==> config.mk <==
export PLATFORM = sky130hd
export DESIGN_NAME = alu_issue_scheduler
export DESIGN_NICKNAME = d
export VERILOG_FILES = /design/src/rtl/alu_issue_scheduler_pkg.sv /design/src/rtl/oldest_select.sv /design/src/rtl/alu_issue_scheduler.sv
export SDC_FILE = /design/constraint.sdc
export NUM_CORES = 1
export LEC_CHECK = 0
export CORE_MARGIN = 2
export CORE_UTILIZATION = 59
export DETAILED_ROUTE_END_ITERATION = 8
export GPL_TIMING_DRIVEN = 1
export PLACE_DENSITY = 0.93
export SLEW_MARGIN = 25
export SYNTH_ARGS = -nofsm -noshare
export SYNTH_HDL_FRONTEND = slang
export SYNTH_SLANG_ARGS = --single-unit
==> constraint.sdc <==
create_clock -name clk -period 2.61 [get_ports clk]
set_input_delay 0.6525 -clock clk [delete_from_list [all_inputs] [get_ports clk]]
set_output_delay 0.6525 -clock clk [all_outputs]
set_load 0.02 [all_outputs]
==> src/rtl/alu_issue_scheduler_pkg.sv <==
// Shared rename/issue types: ROB tag, RS entry count, one-hot entry vector.
// Imported by alu_issue_scheduler, oldest_select, renameStage and RSArbiter.
package alu_issue_scheduler_pkg;

  localparam int RS_N  = 4;
  localparam int ROB_W = 3;

  typedef logic [ROB_W-1:0] rob_tag_t;
  typedef logic [RS_N-1:0]  rs_vec_t;

  function automatic logic tag_hit(
    input logic     vld,
    input rob_tag_t a,
    input rob_tag_t b
  );
    return vld && (a == b);
  endfunction

endpackage

==> src/rtl/oldest_select.sv <==
// Oldest-ready picker: grants the requester older than all other requesters.
// Ports: req (request vector), older (age matrix), grant (one-hot or zero).
module oldest_select #(
  parameter int N = 4
) (
  input  logic [N-1:0]        req,
  input  logic [N-1:0][N-1:0] older,
  output logic [N-1:0]        grant
);

  always_comb begin
    grant = '0;
    for (int i = 0; i < N; i++) begin
      grant[i] = req[i];
      for (int j = 0; j < N; j++) begin
        if (j != i && req[j] && !older[i][j])
          grant[i] = 1'b0;
      end
    end
  end

endmodule

==> src/rtl/alu_issue_scheduler.sv <==
// ALU reservation station: operand wakeup, age-ordered issue, flush.
// Ports: clk, rst_n, allocReq/ready/rob (dispatch), cdb*, fuReady, flush,
//        issueValid/issueGrant (select), ALUBusyVector (occupancy).
module alu_issue_scheduler
  import alu_issue_scheduler_pkg::*;
#(
  parameter int ALU = RS_N - 1,
  parameter int ROB = ROB_W - 1
) (
  input  logic         clk,
  input  logic         rst_n,
  input  logic [ALU:0] allocReq,
  input  logic         ready1,
  input  logic         ready2,
  input  logic [ROB:0] rob1,
  input  logic [ROB:0] rob2,
  input  logic         cdbValid,
  input  logic [ROB:0] cdbTag,
  input  logic         fuReady,
  input  logic         flush,
  output logic         issueValid,
  output logic [ALU:0] issueGrant,
  output logic [ALU:0] ALUBusyVector
);

  localparam int N = ALU + 1;

  logic [ALU:0]           valid;
  logic [ALU:0]           rdy1;
  logic [ALU:0]           rdy2;
  logic [ALU:0][ROB:0]    tag1;
  logic [ALU:0][ROB:0]    tag2;
  logic [ALU:0][ALU:0]    older;
  logic [ALU:0]           req;
  logic [ALU:0]           sel;
  logic [ALU:0]           alloc;
  logic                   byp1;
  logic                   byp2;

  assign req = valid & rdy1 & rdy2;

  oldest_select #(.N(N)) u_sel (
    .req   (req),
    .older (older),
    .grant (sel)
  );

  assign issueValid    = rst_n & fuReady & (|req);
  assign issueGrant    = issueValid ? sel : '0;
  assign ALUBusyVector = rst_n ? valid : '0;

  // Writes into occupied entries are dropped, even if granted this cycle.
  assign alloc = allocReq & ~valid;
  assign byp1  = cdbValid && (cdbTag == rob1);
  assign byp2  = cdbValid && (cdbTag == rob2);

  always_ff @(posedge clk) begin
    if (!rst_n) begin
      valid <= '0;
      rdy1  <= '0;
      rdy2  <= '0;
      tag1  <= '0;
      tag2  <= '0;
      older <= '0;
    end else if (flush) begin
      valid <= '0;
    end else begin
      for (int i = 0; i < N; i++) begin
        if (valid[i] && cdbValid && cdbTag == tag1[i])
          rdy1[i] <= 1'b1;
        if (valid[i] && cdbValid && cdbTag == tag2[i])
          rdy2[i] <= 1'b1;
        if (issueGrant[i])
          valid[i] <= 1'b0;
        if (alloc[i]) begin
          valid[i] <= 1'b1;
          rdy1[i]  <= ready1 | byp1;
          rdy2[i]  <= ready2 | byp2;
          tag1[i]  <= rob1;
          tag2[i]  <= rob2;
          older[i] <= '0;
          // New entry is youngest: every live entry becomes older than it.
          for (int j = 0; j < N; j++)
            older[j][i] <= valid[j];
        end
      end
    end
  end

endmodule

Yosys cells after proc, flatten, opt, wreduce, memory -nomap -nowiden
Cells that the tools add are included.
- flip-flop bits (word level): 51
- input port bits: 20
- word-level logic and storage cells: 183
- equal/unequal tests: 10
- muxes and demuxes: 52
- bitwise operators: 10
- reduce and logical (&&, ||, !) cells: 76
- operators with widths (operator ; number):
    $mux W1 ; 46
    $reduce_and A2 Y1 ; 18
    $reduce_bool A2 Y1 ; 18
    $eq A3 B3 Y1 ; 10
    $logic_and A1 B1 Y1 ; 26
    $mux W4 ; 5
    $and A4 B4 Y4 ; 3
    $logic_not A1 Y1 ; 12
    $mux W5 ; 1
    $not A4 Y4 ; 1
    $reduce_or A4 Y1 ; 1
    $and A1 B1 Y1 ; 2
    $not A1 Y1 ; 2
    $or A1 B1 Y1 ; 2
    $reduce_or A2 Y1 ; 1

Logic depth before layout (Yosys ltp)
- word-level depth: 9
- depth in mapped cells: 6
- gate-level depth less buffers: 4

Modules after synthesis
Synthesis repeated with hierarchy kept, for this count alone.
- cell total of the unflattened synthesis: 286
- area total of the unflattened synthesis: 2552.4 µm²
- modules (own cells, without submodules) (module ; instances ; cells each ; area each (µm²) ; sequential area each (µm²)):
    alu_issue_scheduler ; 1 ; 272 ; 2449.8 ; 1041.0
    oldest_select ; 1 ; 14 ; 102.6 ; 0.0

Worst setup path before layout
OpenSTA, ideal clock, no wires.
- path kind: input to output
- start point: input fuReady
- end point: output issueGrant[0]
- arrival time: 1550 ps
- setup slack: 407 ps
- stages on the path: 2
- path buffers: 0
- path through: nand2_1 -> nor4_1
- cells in the longest elaborated chain, start to end: 3
- ends and longest elaborated chain (item ; line ; source):
    from (decl) ; alu_issue_scheduler.sv:19 ; input logic fuReady,
    $and A1 B1 Y1 (2 in a row) ; alu_issue_scheduler.sv:48 ; assign issueValid = rst_n & fuReady & (|req);
    $mux W4 ; alu_issue_scheduler.sv:49 ; assign issueGrant = issueValid ? sel : '0;
    to (decl) ; alu_issue_scheduler.sv:22 ; output logic [ALU:0] issueGrant,
No other way between the ends.

Worst setup path after layout
- start point: input rst_n
- end point: output ALUBusyVector[0]
- cells in the longest elaborated chain, start to end: 1
- ends and longest elaborated chain (item ; line ; source):
    from (decl) ; alu_issue_scheduler.sv:11 ; input logic rst_n,
    $mux W4 ; alu_issue_scheduler.sv:50 ; assign ALUBusyVector = rst_n ? valid : '0;
    to (decl) ; alu_issue_scheduler.sv:23 ; output logic [ALU:0] ALUBusyVector
No other way between the ends.

==> impl_metrics.yaml <==
run_status:
  status: "finished, final reports clean"
synth:
  yosysTopAreaCell: "dfxtp_1"
  syn_area_mm2: 0.00235
  ys_async_sr_fraction_pct: 0
  synth-edff-count: 0
  yosys_warnings: 0
  synth_cells: 255
  synth_flop_cell: "dfxtp_1"
  ys_ff_latch: 48
  avgSynthCellArea_um2: 9.23
  synth_nets: 275
  synth.distinct_cells: 29
  synth_top_cell_area_share_pct: 40.8
  synthTopCellsByArea: "dfxtp_1, xor2_1, nor2b_1"
  yosysSeqAreaShare_pct: 40.8
setup_path:
  crit_path_end_kind: "output pin"
  cp_max_fo: 21
  cp_data_arrival_time_ns: 1.89
  worstPathCellList: "clkdlybuf4s50_1, buf_6, and2_1, dlygate4sd2_1"
  cp_slowest_cell: "clkdlybuf4s50_1"
  reg2reg_depth: 5
  critPathTopFamily: "buffers and inverters"
  crit_type: "in -> out"
  r2r_start: "rdy2[1]"
  slowest_delay_ns: 0.55
  regToRegEndpoint: "valid[2]"
  r2r_slack_ns: 1.15
  cp.depth: 4
  critPathLaunchType: "input pin"
  required_ns: 1.96
  cp_num_buf_inv: 3
cts:
  clk_pin_slew_ns: 0.08
  cts_buffer_depth: 2
  cts-hold-fix-buffers: 0
  insertion_delay_ns: 0.30
  cts_tree: "built"
  clkSinkCount: 48
  htreeDepth: 2
  cts_buffers: 5
  root_buffer: "clkbuf_8"
sta:
  relSlewSlack_pct: 61.6
  fin_crit_sh_pct: 97.5
  tightest_slew_ns: 0.574
  fin_crit_ns: 2.54
  slew_viol_final: 0
  rsz0062_at_grt: "false"
  hold_viol_final: 0
  max_freq_ghz: 0.393
  fin_worst_skew_ns: 0.00395
  worst_slack_ns: 0.0662
  finalSetupViolCount: 0
grt:
  grt_max_degree: 30
  grt_pass1_vias: 1973
  grt_first_pass_wirelength_um: 9180
  track_usage_pct: 27.3
  antenna_found_initial: 0
  overflow: 0
finish:
  insertedDiodeCount: 0
  multi_input_area_mm2: 0.00135
  syn2layout_area_growth_pct: 22.1
  n_fill_cell: 258
  drive_gt1_share_pct: 13.9
  instances_no_fill: 342
  register_area_um2: 961
  layout.nets: 313
place:
  hpwl_um: 3970
  io_buffers: 28
  gp_congestion: 0.821
  dp_cells: 334
  place_ws_ns: -0.355
routing:
  drt_pass1_iterations: 4
  avgViaCountPerCell: 5.90
  vias: 2019
  wl_per_cell_um: 16.3
  wl_um: 5590
  drc: 0
  ant_nets: 0
  drtIter0Drc: 112
min_path:
  worstHoldEndpoint: "tag1[6]"
  holdPathStages: 2
  min-delay-start: "tag1[6]"
  hold_class: "reg -> reg"
floorplanning:
  coreArea_mm2: 0.00374
  start_util_pct: 62.9
  rows: 22
  ios: 29
  die_w_um: 67.2
  fp.dieH_um: 67.2
  dieArea_mm2: 0.00451
job:
  max-cap-violations: 0
power_and_ir_drop:
  p_leak_nw: 1.13
  power_density_mw_per_mm2: 512
  total_power_mw: 1.47
  vdd_drop_max_mv: 0.410
per-stage QoR:
| stage | util, % | setup TNS, ns | cell area [µm²] | hold slack (ns) |
|---|---|---|---|---|
| floorplan | - | 0 | 2350 | 0.455 |
| global placement | 73.2 | -1.84 | 2740 | 0.462 |
| detailed placement | 73.2 | -2.13 | 2740 | 0.469 |
| CTS | 76.3 | -0.0568 | 2860 | 0.481 |
| global route | 76.8 | 0 | 2880 | 0.508 |
| finish | 76.8 | 0 | 2880 | 0.477 |
tightest hold or removal path, stage by stage, from the launching register on:
cell and delay, ns:
dfxtp_1 0.32, nand2_1 0.05, a21boi_0 0.06
how the worst max path moves through the flow:
stage | start | endpoint | slack (ns)
2_1_floorplan | fuReady | issueGrant[0] | 0.41
3_3_place_gp | rst_n | issueGrant[0] | -0.31
3_5_place_dp | rst_n | issueGrant[2] | -0.36
4_1_cts | rst_n | issueGrant[1] | -0.02
5_1_grt | rst_n | issueGrant[3] | 0.03
6_report | rst_n | ALUBusyVector[0] | 0.07
metal layers:
metal	GRT usage, %	up-vias	routed length [µm]
met3	5.33	4	395
li1	-	966	-
met1	36.0	969	2390
met5	0	-	0
met4	7.65	0	54
met2	45.8	80	2750
final cells by class:
type / count / share of cell area (%)
Clock buffer: 8 / 3.13
Inverter: 1 / 0.131
Multi-Input combinational cell: 188 / 46.8
Sequential cell: 48 / 33.4
Tap cell: 48 / 2.09
Timing Repair Buffer: 49 / 14.4
synthesized netlist by cell type, types with 4 or more instances:
cell type  count
dfxtp_1       48
nand2_1       26
nor2b_1       24
xor2_1        24
nor2_1        15
a21boi_0      12
a22oi_1       12
mux2i_1       12
nor4_1        11
buf_2          9
a21oi_1        7
o31ai_1        7
xnor2_1        6
a41oi_1        4
and2_1         4
buf_6          4
clkbuf_1       4
nand3_1        4
nand3b_1       4
nor3_1         4
o22ai_1        4
power breakdown:
part	leakage, nW	internal (mW)	switching, mW
sequential	0.392	0.765	0.0214
clock	0.0455	0.216	0.235
combinational	0.690	0.112	0.123
total	1.13	1.09	0.379
cells in the final DEF (no fill, tap or decap):
cell,instances
nor2_1,15
dlygate4sd2_1,5
xnor2_1,6
nor3b_4,2
nand3_1,4
or3b_1,1
mux2i_1,12
a21oi_1,7
nor2b_1,24
nand2_4,1
clkbuf_8,6
nor4_4,4
o41ai_2,1
xor2_1,24
buf_4,20
nor4_1,7
buf_2,4
o31ai_1,7
o22ai_1,4
nor3_1,4
nand2_1,25
clkdlybuf4s50_1,19
clkbuf_1,2
inv_1,1
and2_1,4
nand3b_1,4
dfxtp_1,48
a22oi_1,12
o21ai_1,1
a41oi_1,4
a21boi_0,12
buf_6,1
nand2b_1,1
nor3b_2,2
registers in the layout, summed over array words and instances (netlist names):
| register | cells |
|---|---|
| older | 12 |
| rdy2 | 4 |
| valid | 4 |
| tag1 | 12 |
| rdy1 | 4 |
| tag2 | 12 |
timing repair:
action,in CTS,in global routing
resized for setup,26,10
setup endpoints to repair,9,5
setup buffers,0,0
logic make-up (layout without fill, tap and decap cells):
kind of cell,after synthesis,after routing,share of synthesized area [%]
compound gates,48,48,14.8
xor+xnor,30,30,11.2
buf+inv,19,58,4.94
flops,48,48,40.8
mux,12,12,5.10
simple gates,98,98,23.2
No activity file was read; power rests on OpenSTA's default activity.
